File: src/rtl/wishbone_master_if_pkg.sv
// Shared widths, FSM encodings and request payload for the Wishbone classic initiator.
package wishbone_master_if_pkg;

    localparam int unsigned WB_ADDR_W = 32;
    localparam int unsigned WB_DATA_W = 32;
    localparam int unsigned WB_SEL_W  = 4;
    localparam int unsigned STALL_W   = 6;

    localparam logic [1:0] WB_IDLE           = 2'd0;
    localparam logic [1:0] WB_BUSY           = 2'd1;
    localparam logic [1:0] WB_WAIT_FOR_STALL = 2'd2;

    typedef struct packed {
        logic [WB_ADDR_W-1:0] addr;
        logic [WB_DATA_W-1:0] data;
        logic                 we;
        logic [WB_SEL_W-1:0]  sel;
    } wb_req_t;

    // Counter width able to hold 0 .. n-1.
    function automatic int unsigned wd_cnt_width(input int unsigned n);
        return (n > 1) ? $clog2(n) : 1;
    endfunction

endpackage

File: src/rtl/wb_watchdog.sv
// Counts BUSY cycles without acknowledge and flags the cycle on which the transfer must be aborted.
module wb_watchdog
    import wishbone_master_if_pkg::*;
#(
    parameter int unsigned TIMEOUT_CYCLES = 255
) (
    input  logic clk,
    input  logic rst_n,
    input  logic busy,
    input  logic ack,
    output logic timeout_c
);

    localparam int unsigned CNT_W = wd_cnt_width(TIMEOUT_CYCLES);

    logic [CNT_W-1:0] cnt_q;

    // Fires on the TIMEOUT_CYCLES-th unacknowledged BUSY cycle.
    assign timeout_c = busy && !ack && (cnt_q == CNT_W'(TIMEOUT_CYCLES - 1));

    always_ff @(posedge clk or negedge rst_n) begin
        if (!rst_n) begin
            cnt_q <= '0;
        end else if (busy && !ack && !timeout_c) begin
            cnt_q <= cnt_q + CNT_W'(1);
        end else begin
            cnt_q <= '0;
        end
    end

endmodule

File: config.mk
export PLATFORM = sky130hd
export DESIGN_NAME = wb_watchdog
export DESIGN_NICKNAME = d
export VERILOG_FILES = /design/src/rtl/wishbone_master_if_pkg.sv /design/src/rtl/wb_watchdog.sv
export SDC_FILE = /design/constraint.sdc
export NUM_CORES = 1
export LEC_CHECK = 0
export CAP_MARGIN = 10
export CELL_PAD_IN_SITES_DETAIL_PLACEMENT = 0
export CELL_PAD_IN_SITES_GLOBAL_PLACEMENT = 1
export CORE_AREA = 2 2 39 41
export CTS_CLUSTER_SIZE = 12
export DETAILED_ROUTE_END_ITERATION = 16
export DIE_AREA = 0 0 41 43
export DONT_BUFFER_PORTS = 1
export GPL_ROUTABILITY_DRIVEN = 0
export PLACE_DENSITY_LB_ADDON = 0.1
export SETUP_SLACK_MARGIN = 0.15
export SLEW_MARGIN = 15
export SYNTH_ARGS = -nofsm -noshare
export SYNTH_HDL_FRONTEND = slang
export SYNTH_SLANG_ARGS = --single-unit
export TNS_END_PERCENT = 100
File: constraint.sdc
create_clock -name clk -period 3.6 [get_ports clk]
set_input_delay 0.36 -clock clk [delete_from_list [all_inputs] [get_ports clk]]
set_output_delay 0.36 -clock clk [all_outputs]
set_load 0.005 [all_outputs]
After elaboration in Yosys (flattened, before gate mapping)
Index checks and enable logic that the tools add are counted.
- register bits after elaboration: 8
- word-level logic and storage cells: 9
- $add $sub $neg: 1
- multiplexer cells: 1
- reductions and logical operators: 5
- eq/ne operators: 1
- operators by type and width (cell ; number):
    adder 8 x 1 -> 8 bit (second input constant) ; 1
    == test 8 bit (second input constant) ; 1
    2-to-1 mux 8 bit ; 1
    logical AND 1 bit ; 3
    zero test 1 bit ; 2

Longest topological paths before layout
- depth after elaboration: 6
- depth in mapped cells: 5
- depth with buffers taken out: 5

Least setup slack after synthesis
OpenSTA, ideal clock, no wires.
- path type: reg2out
- from: reg cnt_q[0]
- to: out timeout_c
- cell stages (with the launch flop): 5
- data required time: 3.240 ns
- path slack: 2.282 ns
- arrival: 0.958 ns
- cell sequence: dfrtp_1 inv_1 ha_1 nand3_1 nor3_1
- word-level cells in the longest chain between the ends: 2
- RTL lines (what ; RTL line ; RTL):
    start, declared ; wb_watchdog.sv:16 ; logic [CNT_W-1:0] cnt_q;
    start signal, assigned ; wb_watchdog.sv:25 ; cnt_q <= cnt_q + CNT_W'(1);
    == test 8 bit ; wb_watchdog.sv:19 ; assign timeout_c = busy && !ack && (cnt_q == CNT_W'(TIMEOUT_CYCLES - 1));
    logical AND 1 bit ; wb_watchdog.sv:19 ;
    end, declared ; wb_watchdog.sv:11 ; output logic timeout_c
No other way between the ends.

Worst setup path after layout
Ends and elaborated chain as after synthesis.

==> impl_results.md <==
* Status: completed
* Seq pwr share at 0.537
* Pin count of the biggest net entering global routing at 9
* Worst-Skew Late Latency at 0.27 ns
* DRT Wirelength at about 780 um
* Worst-Margin Slew at around 0.37 ns
* Req. time, crit path at around 3.2 ns
* Placed instance area at 434 um2
* Vias/cell at between 5 and 6
* CTS buffer count at 3
* Cells taking the most area after synthesis: dfrtp_1 (48%), ha_1 (6.0%), nand4_4 (5.1%)
* I/O Buffers at 0
* Hold slack at 0.345 ns
* Switching part of the total at 0.236
* Yosys warnings at 0
* Area of the core at 0.00138 mm2
* CP Cell Sequence: inv_1, ha_1, nand3_1, nor3_1
* Overall Global Routing Usage at 0.127
* Slew Limit Fails at 0
* Max FFs per register at 8
* Post-Syn Nets at 46
* Adder-cell share of the synthesized area at 0.0604
* CP Max Fanout at 7
* Post-CTS setup repair buffer count at 0
* Family with the most delay on the worst path: flip-flops
* Delay of the slowest critical-path stage at 0.45 ns
* Clk sinks at 8
* R2r worst-path depth at 5
* Nets at 52
* Synthesized flop and latch total at 8
* Buf/Inv on CP at 1
* Minimum clock period at 1.71 ns
* Die area at approximately 0.0018 mm2
* Synth cell types at 21
* Worst-path clk slew at 0.06 ns
* Synth area leader: dfrtp_1
* R2r endpoint: cnt_q[3]
* Worst Hold Depth at 2
* Die Span Y at approximately 43 um
* Std cell rows at 14
* Slowest-stage cell, CP: dfrtp_1
* First-pass GRT wire length at 1360 um
* Sw Pwr at 40.9 uW
* Fin util at 0.337
* Detailed-router iteration count before antenna repair at 4
* Setup Crit Path Kind: reg2out
* Comb pwr share at 0.042
* Pre-CTS setup slack at 2.17 ns
* Hold EP: cnt_q[7]
* Routed wire per std cell at 13.0 um
* Rel. slew slack at 0.750
* TritonCTS clock tree: yes
* Hold Violations, Final at 0
* Synth Area in Compound Gates at 0.184
* R2r setup slk at 2.21 ns
* HPWL Detailed at 600 um
* Internal power at between 100 and 150 uW
* Worst Skew at roughly 0.011 ns
* Worst EP arrival at around 1.4 ns
* CP Launch Type: flip-flop
* Synth Instances at 40
* Sequential share of the synthesized area at 0.483
* Initial DRC Count at 4
* Ports at 5
* Clock root buffer master: clkbuf_4
* DRC at 0
* Post-Synth XOR/XNOR Area at 0.0423
* Htree depth at 1
* Mean post-synth cell area at 10.4 um2
* Die width at 41 um
* GRT overflow at 0
* Final setup violation count at 0
* Regs by FF count: cnt_q x8
* Most flop-heavy register: cnt_q
* Fill cells at between 100 and 150
* Largest family of logic cells by synthesized area: simple AND/OR/NAND/NOR gates
* Peak supply drop at 0.117 mV
* Finished Layout Cells at 60
* DRT antenna net count at 0
* Simple-gate share of the synthesized area at 0.211
* Hold Startpoint: busy
* Number of diodes at 0
* Setup WS post-layout at 1.89 ns
* Area delta synth->final at 12.7%
* Unrepaired setup endpoints after global routing: no
* Initial antenna violation count at 0
* Routed vias at 337
* Pleak at 0.202 nW
* Power Dens Cells at 371 mW/mm2
* Total power at 173 uW
* Clk pwr share at 0.421
* Total negative slack at 0 ns
* Highest clock rate at ~580 MHz
* CTS Buffer Depth at 2
* Vias in the first global route at 312
* FF-to-FF Start: cnt_q[0]
* Mux contribution to synthesized area at 0
* Final instance area at 467 um2
* Synth top area share at 0.483
* Fraction of layout cells with a size suffix above 1 at 0.114
* Critical Path Sink Type: output port
* Synthesized area at ~410 um2
* Dpl cells at 56
* Final period util at 0.476
* Maxcap violations at 0
* Initial core utilization at 0.299
* Worst min path class: in2reg
-- cells in the mapped netlist (all sizes together) --
cell type and n:
nor3 2, nand2 1, a21oi 4, a211oi 1, dfrtp 8, xnor2 1
nor2 4, o21bai 1, o21ai 1, nand3 2, xor2 1, o31ai 1
or4 1, and3 1, a31oi 3, ha 2, inv 2, nand4 2
a41o 1, nand2b 1
-- placed cells by master (no fill, tap or decap), drive strengths merged, types with 2 or more instances in the layout --
master  instances
dfrtp           8
a21oi           4
nor2            4
a31oi           3
clkbuf          3
inv             2
nand3           2
nor3            2
ha              2
nand4           2
-- cell families after synthesis --
group / after synthesis
and+or+nand+nor: 14
DFF: 8
xor gates and xnor gates: 2
buffers and inverters: 2
AOI/OAI and AO/OA: 12
adders and majority gates: 2
-- worst max-delay path by stage --
stage                      to  cells after the start     start  slack [ns]
detailed placement  timeout_c                      4  cnt_q[0]        2.17
global placement    timeout_c                      4  cnt_q[0]        2.19
floorplan           timeout_c                      4  cnt_q[0]        2.28
finish              timeout_c                      4  cnt_q[0]        1.89
global route        timeout_c                      4  cnt_q[0]        1.80
CTS                 timeout_c                      4  cnt_q[0]        1.88
-- power by group through the flow --
stage | Combinational [mW] | Sequential [mW] | Clock (mW)
floorplan | 0.00397 | 0.0940 | 0
CTS | 0.00760 | 0.0928 | 0.0740
global route | 0.00896 | 0.0930 | 0.0776
global placement | 0.00494 | 0.0942 | 0
finish | 0.00732 | 0.0929 | 0.0727
detailed placement | 0.00497 | 0.0944 | 0
-- layout make-up --
cell class | count | area, um2 | area share
sequential | 8 | 200 | 0.429
tap | 16 | 20.0 | 0.0429
clock buffer | 3 | 22.5 | 0.0483
timing repair buffer | 1 | 10.0 | 0.0214
inverter | 2 | 7.51 | 0.0161
multi-input combinational | 30 | 206 | 0.442
-- timing repair --
action                                 4_1_cts  5_1_grt
gates resized for setup                      0        0
hold buffers                                 1        0
endpoints found under the hold margin        8        0
-- routing by layer --
layer,up-vias,routed length (um),track usage
li1,160,-,-
met1,165,312,0.140
met2,7,391,0.166
met3,5,31,0.0471
met4,0,41,0.140
met5,-,0,0
Note: power is estimated with default switching activity, not from simulation.
